<file path="config.mk">
export PLATFORM = sky130hd
export DESIGN_NAME = dedisp_delay_scheduler_flat
export DESIGN_NICKNAME = d
export VERILOG_FILES = /design/src/rtl/dedisp_delay_scheduler_if.sv /design/src/rtl/dedisp_delay_scheduler.sv /design/src/flat_wrapper.sv
export SDC_FILE = /design/constraint.sdc
export NUM_CORES = 1
export LEC_CHECK = 0
export BUFFER_PORTS_ARGS = -buffer_cell sky130_fd_sc_hd__buf_4
export CAP_MARGIN = 15
export CORE_AREA = 2 2 259 261
export DETAILED_ROUTE_END_ITERATION = 16
export DIE_AREA = 0 0 261 263
export HOLD_SLACK_MARGIN = 0.1
export PLACE_DENSITY = 0.63
export SLEW_MARGIN = 20
export SYNTH_ARGS = -nofsm -noshare
export SYNTH_HDL_FRONTEND = slang
export SYNTH_SLANG_ARGS = --single-unit
</file>
<file path="constraint.sdc">
create_clock -name clk -period 8.9 [get_ports clk]
set_clock_uncertainty 0.05 [all_clocks]
set_input_delay 0.89 -clock clk [delete_from_list [all_inputs] [get_ports clk]]
set_output_delay 0.89 -clock clk [all_outputs]
set_load 0.03 [all_outputs]
</file>
<file path="src/rtl/dedisp_delay_scheduler_if.sv">
`default_nettype none
// ============================================================================
// Module   : dedisp_delay_scheduler_if
// Brief    : Sample stream in, delay-BRAM port and delayed-output qualifiers.
// Revision : 1.0 - initial release
// ============================================================================
interface dedisp_delay_scheduler_if #(
  parameter int N_CHAN    = 64,
  parameter int DEPTH     = 256,
  parameter int DIN_WIDTH = 32
);
  localparam int c_cw = $clog2(N_CHAN);
  localparam int c_aw = c_cw + $clog2(DEPTH);

  logic [DIN_WIDTH-1:0] din;
  logic                 din_valid;
  logic                 din_sync;
  logic                 mem_we;
  logic [c_aw-1:0]      mem_waddr;
  logic [DIN_WIDTH-1:0] mem_wdata;
  logic                 mem_re;
  logic [c_aw-1:0]      mem_raddr;
  logic                 dout_valid;
  logic [c_cw-1:0]      dout_chan;

  modport master (
    input  din, din_valid, din_sync,
    output mem_we, mem_waddr, mem_wdata, mem_re, mem_raddr, dout_valid, dout_chan
  );

  modport slave (
    output din, din_valid, din_sync,
    input  mem_we, mem_waddr, mem_wdata, mem_re, mem_raddr, dout_valid, dout_chan
  );
endinterface
`default_nettype wire

</file>
<file path="src/rtl/dedisp_delay_scheduler.sv">
`default_nettype none
// ============================================================================
// Module   : dedisp_delay_scheduler
// Brief    : Address/valid sequencer for a shared per-channel dedispersion
//            delay BRAM with a loadable per-channel delay table.
// Revision : 1.0 - initial release
// ============================================================================
module dedisp_delay_scheduler #(
  parameter int N_CHAN    = 64,
  parameter int DEPTH     = 256,
  parameter int DIN_WIDTH = 32
) (
  input  wire                        clk,
  input  wire                        rst,
  input  wire                        start,
  input  wire                        stop,
  input  wire                        cfg_we,
  input  wire  [$clog2(N_CHAN)-1:0]  cfg_chan,
  input  wire  [$clog2(DEPTH)-1:0]   cfg_delay,
  output logic                       cfg_err,
  output logic                       sync_err,
  output logic                       busy,
  dedisp_delay_scheduler_if.master   bus
);
  localparam int c_cw = $clog2(N_CHAN);
  localparam int c_dw = $clog2(DEPTH);
  localparam logic [c_cw-1:0] c_last = c_cw'(N_CHAN - 1);
  localparam logic [c_dw:0]   c_full = (c_dw + 1)'(DEPTH);

  typedef enum logic [1:0] {
    IDLE     = 2'd0,
    CLEAR    = 2'd1,
    RUN      = 2'd2,
    STOPPING = 2'd3
  } state_t;

  state_t              r_state;
  logic [c_cw-1:0]     r_chan_cnt;
  logic [c_dw-1:0]     r_time_ptr;
  logic [c_dw:0]       r_fill;
  // Entries hold delay-1, so an all-zero power-up state means delay 1.
  logic [c_dw-1:0]     r_table [N_CHAN];

  logic                r_s1_valid;
  logic                r_s1_last;
  logic [DIN_WIDTH-1:0] r_s1_din;
  logic [c_cw-1:0]     r_s1_chan;
  logic [c_dw-1:0]     r_s1_dm1;
  logic                r_s2_ok;
  logic [c_cw-1:0]     r_s2_chan;
  logic                r_cfg_err;
  logic                r_sync_err;

  logic                w_running;
  logic                w_accept;
  logic [c_cw-1:0]     w_chan;
  logic                w_last;
  logic [c_dw-1:0]     w_s1_delay;

  assign w_running  = (r_state == RUN) || (r_state == STOPPING);
  assign w_accept   = bus.din_valid && w_running;
  assign w_chan     = bus.din_sync ? '0 : r_chan_cnt;
  assign w_last     = (w_chan == c_last);
  assign w_s1_delay = r_s1_dm1 + 1'b1;

  assign cfg_err  = r_cfg_err;
  assign sync_err = r_sync_err;
  assign busy     = (r_state != IDLE);

  always_ff @(posedge clk) begin
    if (cfg_we && (r_state == IDLE)) begin
      r_table[cfg_chan] <= (cfg_delay == '0) ? '0 : cfg_delay - 1'b1;
    end
  end

  always_ff @(posedge clk) begin
    if (rst) begin
      r_state        <= IDLE;
      r_chan_cnt     <= '0;
      r_time_ptr     <= '0;
      r_fill         <= '0;
      r_s1_valid     <= 1'b0;
      r_s1_last      <= 1'b0;
      r_s1_din       <= '0;
      r_s1_chan      <= '0;
      r_s1_dm1       <= '0;
      r_s2_ok        <= 1'b0;
      r_s2_chan      <= '0;
      r_cfg_err      <= 1'b0;
      r_sync_err     <= 1'b0;
      bus.mem_we     <= 1'b0;
      bus.mem_re     <= 1'b0;
      bus.mem_waddr  <= '0;
      bus.mem_raddr  <= '0;
      bus.mem_wdata  <= '0;
      bus.dout_valid <= 1'b0;
      bus.dout_chan  <= '0;
    end else begin
      r_cfg_err  <= cfg_we && ((r_state != IDLE) || (cfg_delay == '0));
      r_sync_err <= w_accept && bus.din_sync && (r_chan_cnt != '0);

      // Stage 1: capture sample and look up its delay.
      r_s1_valid <= w_accept;
      if (w_accept) begin
        r_s1_din   <= bus.din;
        r_s1_chan  <= w_chan;
        r_s1_dm1   <= r_table[w_chan];
        r_s1_last  <= w_last;
        r_chan_cnt <= w_chan + 1'b1;
      end

      // Stage 2: drive the BRAM; time_ptr/fill advance at the same edge so
      // the next spectrum sees the new values.
      bus.mem_we <= r_s1_valid;
      bus.mem_re <= r_s1_valid;
      if (r_s1_valid) begin
        bus.mem_waddr <= {r_s1_chan, r_time_ptr};
        bus.mem_raddr <= {r_s1_chan, r_time_ptr - w_s1_delay};
        bus.mem_wdata <= r_s1_din;
        r_s2_ok       <= (r_fill >= {1'b0, w_s1_delay});
        r_s2_chan     <= r_s1_chan;
      end
      if (r_s1_valid && r_s1_last) begin
        r_time_ptr <= r_time_ptr + 1'b1;
        if (r_fill != c_full) begin
          r_fill <= r_fill + 1'b1;
        end
      end

      // Stage 3: qualify the BRAM read data.
      bus.dout_valid <= bus.mem_re && r_s2_ok;
      bus.dout_chan  <= r_s2_chan;

      case (r_state)
        IDLE: begin
          if (start) begin
            r_state <= CLEAR;
          end
        end
        CLEAR: begin
          r_chan_cnt <= '0;
          r_time_ptr <= '0;
          r_fill     <= '0;
          r_state    <= RUN;
        end
        RUN: begin
          if (stop) begin
            if ((r_chan_cnt == '0) && !w_accept) begin
              r_state <= IDLE;
            end else if (w_accept && w_last) begin
              r_state <= IDLE;
            end else begin
              r_state <= STOPPING;
            end
          end
        end
        STOPPING: begin
          if (w_accept && w_last) begin
            r_state <= IDLE;
          end
        end
        default: r_state <= IDLE;
      endcase
    end
  end
endmodule
`default_nettype wire

</file>
<file path="src/flat_wrapper.sv">
// flat-port wrapper written by rule: the top's interface ports become plain ports
module dedisp_delay_scheduler_flat 
#(
  parameter int N_CHAN    = 64,
  parameter int DEPTH     = 256,
  parameter int DIN_WIDTH = 32
)
  (clk, rst, start, stop, cfg_we, cfg_chan, cfg_delay, cfg_err, sync_err, busy, bus_din, bus_din_valid, bus_din_sync, bus_mem_we, bus_mem_waddr, bus_mem_wdata, bus_mem_re, bus_mem_raddr, bus_dout_valid, bus_dout_chan);
  dedisp_delay_scheduler_if #(.N_CHAN(N_CHAN), .DEPTH(DEPTH), .DIN_WIDTH(DIN_WIDTH)) bus_i ();
  input  wire clk;
  input  wire rst;
  input  wire start;
  input  wire stop;
  input  wire cfg_we;
  input  wire  [$clog2(N_CHAN)-1:0] cfg_chan;
  input  wire  [$clog2(DEPTH)-1:0] cfg_delay;
  output logic cfg_err;
  output logic sync_err;
  output logic busy;
  input wire logic [$bits(bus_i.din)-1:0] bus_din;
  input wire logic [$bits(bus_i.din_valid)-1:0] bus_din_valid;
  input wire logic [$bits(bus_i.din_sync)-1:0] bus_din_sync;
  output wire logic [$bits(bus_i.mem_we)-1:0] bus_mem_we;
  output wire logic [$bits(bus_i.mem_waddr)-1:0] bus_mem_waddr;
  output wire logic [$bits(bus_i.mem_wdata)-1:0] bus_mem_wdata;
  output wire logic [$bits(bus_i.mem_re)-1:0] bus_mem_re;
  output wire logic [$bits(bus_i.mem_raddr)-1:0] bus_mem_raddr;
  output wire logic [$bits(bus_i.dout_valid)-1:0] bus_dout_valid;
  output wire logic [$bits(bus_i.dout_chan)-1:0] bus_dout_chan;
  assign bus_i.din = bus_din;
  assign bus_i.din_valid = bus_din_valid;
  assign bus_i.din_sync = bus_din_sync;
  assign bus_mem_we = bus_i.mem_we;
  assign bus_mem_waddr = bus_i.mem_waddr;
  assign bus_mem_wdata = bus_i.mem_wdata;
  assign bus_mem_re = bus_i.mem_re;
  assign bus_mem_raddr = bus_i.mem_raddr;
  assign bus_dout_valid = bus_i.dout_valid;
  assign bus_dout_chan = bus_i.dout_chan;
  dedisp_delay_scheduler #(.N_CHAN(N_CHAN), .DEPTH(DEPTH), .DIN_WIDTH(DIN_WIDTH)) u_core (.clk(clk), .rst(rst), .start(start), .stop(stop), .cfg_we(cfg_we), .cfg_chan(cfg_chan), .cfg_delay(cfg_delay), .cfg_err(cfg_err), .sync_err(sync_err), .busy(busy), .bus(bus_i));
endmodule
</file>
-- Yosys cells after proc, flatten, opt, wreduce, memory -nomap -nowiden
Memories as Yosys holds them, arrays and structs flattened. A register that Yosys moved wholly into a read port is not among the register bits.
Index checks and enable logic that the tools add are counted.
- register bits: 142
- output and inout bits: 72
- memories kept: 1
- bits of input ports: 53
- RAM bits: 512
- reductions and logical operators: 20
- eq/ne operators: 8
- mux-type cells: 10
- magnitude comparators: 1
- add/subtract/negate cells: 6
- memories (name ; words ; bits a word ; read ports ; clocked after Yosys merged registers in ; wr ports ; RTL line ; text):
    u_core.r_table ; 64 ; 8 ; 1 ; 1 ; 1 ; dedisp_delay_scheduler.sv:42 ; logic [c_dw-1:0] r_table [N_CHAN];
- operators by type and width (cell ; number):
    8-bit by 1-bit adder with 8-bit output, second input constant ; 2
    2-bit 2-to-1 mux ; 5
    9-bit by 1-bit adder with 9-bit output, second input constant ; 1
    9-bit by 8-bit greater-or-equal comparator with 1-bit output ; 1
    1-bit logical AND ; 9
    9-bit inequality test, second input constant ; 1
    8-bit logical NOT ; 1
    8-bit 2-to-1 mux ; 1
    2-bit one-hot mux with 4 select lines ; 1
    8-bit by 1-bit subtractor with 8-bit output, second input constant ; 1
    8-bit subtractor ; 1
    6-bit by 1-bit adder with 6-bit output, second input constant ; 1
    6-bit equality test, second input constant ; 1
    6-bit logical NOT ; 1
    6-bit 2-to-1 mux ; 1
    2-bit inequality test, second input constant ; 3
    6-bit nonzero test ; 1
    2-bit equality test, second input constant ; 2
    3-bit AND reduction ; 1
    2-bit by 1-bit equality test with 1-bit output, second input constant ; 1
    2-bit logical NOT ; 1
    1-bit logical OR ; 2
    1-bit 2-to-1 mux ; 2
    2-bit AND reduction ; 1
    3 further kinds ; 3

-- Depth between registers and ports, before layout
- depth after elaboration: 8
- mapped depth: 11
- mapped depth without buffers: 10

-- Worst setup path before layout
Ideal clock, no wire load.
- path kind: input -> register
- start point: input cfg_delay[0]
- end point: memory u_core.r_table[0][6] (netlist name), data pin
- setup slack: 4328 ps
- path buffers: 0
- arrival: 3820 ps
- stages on the path: 5
- cells stage by stage: inv_1 ha_1 nand2_1 nor3_1 o21ai_0
- cells in the longest elaborated chain, start to end: 2
- elaborated cells between the ends (all ways): 3
- RTL lines (item ; RTL line ; text):
    start: declaration ; flat_wrapper.sv:16 ; input wire [$clog2(DEPTH)-1:0] cfg_delay;
    8-bit by 1-bit subtractor with 8-bit output / 8-bit logical NOT (equally long branches) ; dedisp_delay_scheduler.sv:72 ; r_table[cfg_chan] <= (cfg_delay == '0) ? '0 : cfg_delay - 1'b1;
    8-bit 2-to-1 mux * ; dedisp_delay_scheduler.sv:72 ;
    end: declaration ; dedisp_delay_scheduler.sv:42 ;
Every way passes the cells marked *; elsewhere a longest branch is shown, timed or not.

-- Final worst setup path
- start point: register u_core.r_chan_cnt[2]
- end point: register u_core.r_s1_dm1[4] (read register of u_core.r_table)
- cells in the longest elaborated chain, start to end: 1
- RTL lines (item ; RTL line ; text):
    start: declaration ; dedisp_delay_scheduler.sv:38 ; logic [c_cw-1:0] r_chan_cnt;
    start signal: assignment ; dedisp_delay_scheduler.sv:109 ; r_chan_cnt <= w_chan + 1'b1;
    6-bit 2-to-1 mux ; dedisp_delay_scheduler.sv:62 ; assign w_chan = bus.din_sync ? '0 : r_chan_cnt;
    end: declaration ; dedisp_delay_scheduler.sv:48 ; logic [c_dw-1:0] r_s1_dm1;
Every way passes these cells.
A chain may end at the register's enable or synchronous reset.

==> summary.txt <==
Yosys
  • Net Count, Synth: 1,826
  • Post-Syn Area per Cell: 14.9 sq um
  • Synth top area cells: edfxtp_1, dfxtp_1, mux4_2
  • Synth Flop Type: edfxtp_1
  • Post-synthesis compound-gate area fraction: 7.53%
  • Post-synthesis sequential area ratio: 69.5%
  • Largest family of logic cells by synthesized area: multiplexers
  • Post-synth top cells: edfxtp_1, nor2_1, dfxtp_1, nand2_1, mux2i_1
  • Syn. warnings: 0
  • Cell area after synthesis: 26,100 sq um
  • Mapped Cells: 1,755
  • Distinct cells, synth: 58
  • Top-area cell type share of the netlist area: 58.9%
  • Most frequent cell after synthesis: edfxtp_1
  • Post-synthesis simple-gate area fraction: 6.96%
  • Synth Area in XOR/XNOR: 1.10%
  • Asr flop ratio synth: 0%
  • Synth Area in Adders: 0.968%
  • Mux cell area share after synthesis: 11.4%
  • Synthesized flop and latch total: 650
  • Post-synth EDFFs: 512
  • Leading area contributor after synthesis: edfxtp_1

Route
  • TritonRoute pass-1 iters: 5
  • DR vias: 15,300
  • 1st-iter DRT viols: 1,597
  • DRT Wirelength: 63,200 microns
  • Number of remaining DRC errors: 0
  • Avg WL per Cell: 22.9 microns
  • DR vias/cell: 5.55
  • Post-DRT Antenna Nets: 0

STA
  • Slew Limit Headroom: 28.8%
  • Worst Tran Pin Value: 1070 ps
  • Fin. Hold Viols: 0
  • Final Max Slew Viols: 0
  • Final setup violation count: 0
  • Tcrit/Tclk final: 41.3%
  • Min Tclk post-route: 3670 ps
  • F_max: 0.272 GHz
  • Final TNS setup: 0 ps
  • RSZ-0062 raised after global routing: no

Setup path
  • Crit Path Category: flip-flop to flip-flop
  • R2R cell count: 7
  • WP data arrival: 4080 ps
  • Slowest stage cell, crit path: buf_4
  • Worst EP required: 9310 ps
  • R2r setup slk: 5230 ps
  • Crit-path max FO: 115
  • R2R Path End: u_core.r_s1_dm1[4]$_SDFFE_PP0P_
  • CP cell instances: buf_12, buf_4, mux4_2, mux2i_1, o221ai_1, o21ai_0, nor3_1
  • Worst setup SP type: flip-flop
  • Largest stage delay, worst path: 660 ps
  • Reg2reg start: u_core.r_chan_cnt[2]$_SDFFE_PP0P_
  • Worst setup EP type: flip-flop

GRT
  • Global route overflow: 0
  • First-pass GRT wire length: 93,700 microns
  • GRT Overall Usage: 18.1%
  • Initial antenna violation count: 1
  • Pin count of the biggest net entering global routing: 116
  • Vias in the first global route: 14,900

Pwr
  • Peak VDD IR: 110 uV
  • PnR Total Power: 0.00622 W
  • Power density cells: 209 nW/um^2
  • Leak pwr: 9.63 nW

Die
  • I/O pin count: 125
  • DIE AREA: 68,600 sq um
  • Core area: 65,600 sq um
  • Core Rows: 94
  • Die H: 263 microns
  • Die Width: 261 microns
  • Initial Util: 39.8%

Final layout
  • Final net count: 1,918
  • Inserted Diodes: 0
  • Layout cells sized above 1: 18.1%
  • Synth-to-layout area growth: 14.1%

Place
  • Placer Congestion: 0.876
  • HPWL after DPL: 38,500 microns
  • Buffers on Ports: 124

Clock tree
  • CTS Buf Count: 67
  • CTS H-tree lvls: 3
  • CTS max path bufs: 3
  • Setup Buffers After CTS: 0
  • Root Driver: clkbuf_16
  • Clock slew at reported path FFs: 60 ps
  • Hold buffer count at cts: 0
  • Worst skew pair latency: 610 ps
  • TritonCTS clock tree: built
  • Clock Sinks: 650
  • Post-CTS resize count: 0

Hold path
  • HP Start: u_core.r_s1_chan[1]$_SDFFE_PP0P_
  • HP Class: flip-flop to flip-flop
  • Hold path endpoint: u_core.r_s1_chan[1]$_SDFFE_PP0P_
  • Worst Hold Depth: 2

Flow run
  • MaxCap Viol Count: 0

Outcome
  • Status: finished, final reports clean
-- critical path, delay by kind of cell (launching register included) --
kind            cells  cell delay, ps
flops               1             630
buf+inv             2            1250
mux                 2             920
simple gates        1              80
compound gates      2             470
-- where the power goes --
group          switching, W  internal (W)  leakage [nW]
sequential        0.0000143       0.00331          5.72
clock               0.00116       0.00148          1.01
combinational      0.000182     0.0000781          2.90
-- logic make-up (layout without fill, tap and decap cells) --
logic type      count (synthesis)  count (layout)
simple gates                  415             415
mux                           207             207
buf+inv                       136             278
fa+ha+maj                      20              20
compound gates                296             296
flops                         650             650
xor+xnor                       31              31
-- state kept, by name, summed over array words and instances, names as in the netlist --
name                   count
u_core.bus.mem_we          1
u_core.bus.mem_waddr       8
u_core.bus.dout_chan       6
u_core.r_s1_valid          1
u_core.r_s2_ok             1
u_core.sync_err            1
u_core.r_chan_cnt          6
u_core.r_fill              9
u_core.r_s1_chan           6
u_core.r_table           512
u_core.bus.mem_wdata      32
u_core.r_s1_last           1
u_core.bus.dout_valid      1
u_core.r_time_ptr          8
u_core.cfg_err             1
u_core.r_s1_dm1            8
u_core.r_state             2
u_core.bus.mem_raddr      14
u_core.r_s1_din           32
-- layout make-up --
cell class	instances	area, sq um
inverters	16	60.1
repair buffers	143	1090
flip-flops and latches	650	18100
clock inverters	37	238
multi-input cells	969	7380
clock buffers	82	1810
well taps	864	1080
fillers	5742	35800
-- worst max-delay path by stage --
stage                                 endpoint                              start  slack (ps)  cells after the start
6_report       u_core.r_s1_dm1[4]$_SDFFE_PP0P_  u_core.r_chan_cnt[2]$_SDFFE_PP0P_        5230                      7
3_5_place_dp    u_core.r_state[1]$_SDFFE_PP0P_                       bus_din_sync        5080                     10
5_1_grt        u_core.r_s1_dm1[0]$_SDFFE_PP0P_  u_core.r_chan_cnt[2]$_SDFFE_PP0P_        4970                      7
2_1_floorplan   u_core.r_table[0][6]$_DFFE_PP_                       cfg_delay[0]        4330                      5
4_1_cts        u_core.r_s1_dm1[4]$_SDFFE_PP0P_  u_core.r_chan_cnt[2]$_SDFFE_PP0P_        5190                      7
3_3_place_gp    u_core.r_state[1]$_SDFFE_PP0P_                       bus_din_sync        5150                     10
-- layer usage --
metal / routed length [microns] / part of all wire, % / track usage (%) / vias up
met3: 5540 / 8.8 / 4.65 / 131
met2: 29000 / 46 / 27.7 / 647
met1: 26700 / 42 / 24.7 / 7658
met5: 0 / 0 / 0 / -
met4: 2080 / 3.3 / 6.99 / 0
li1: - / - / - / 6880
-- per-stage QoR --
step / worst slack (ps) / cells / util [%] / hold slack, ps / cell area [sq um]
2_1_floorplan: 4330 / 1755 / - / 382 / 26100
3_3_place_gp: 5150 / 2642 / 42.3 / 392 / 27800
3_5_place_dp: 5080 / 2642 / 42.3 / 399 / 27800
4_1_cts: 5190 / 2761 / 45.4 / 407 / 29800
5_1_grt: 4970 / 2761 / 45.4 / 422 / 29800
6_report: 5230 / 2761 / 45.4 / 406 / 29800
-- cell usage in the layout, fill, tap and decap left out, drive strengths merged, types with 28 or more instances in the layout --
master    n
clkbuf   82
buf     143
o21ai    68
dfxtp   138
a211oi   28
o22a     39
o221ai   32
nor2    177
mux4     73
edfxtp  512
nand2   134
a21oi    74
mux2i   133
No activity file was read; power rests on OpenSTA's default activity.
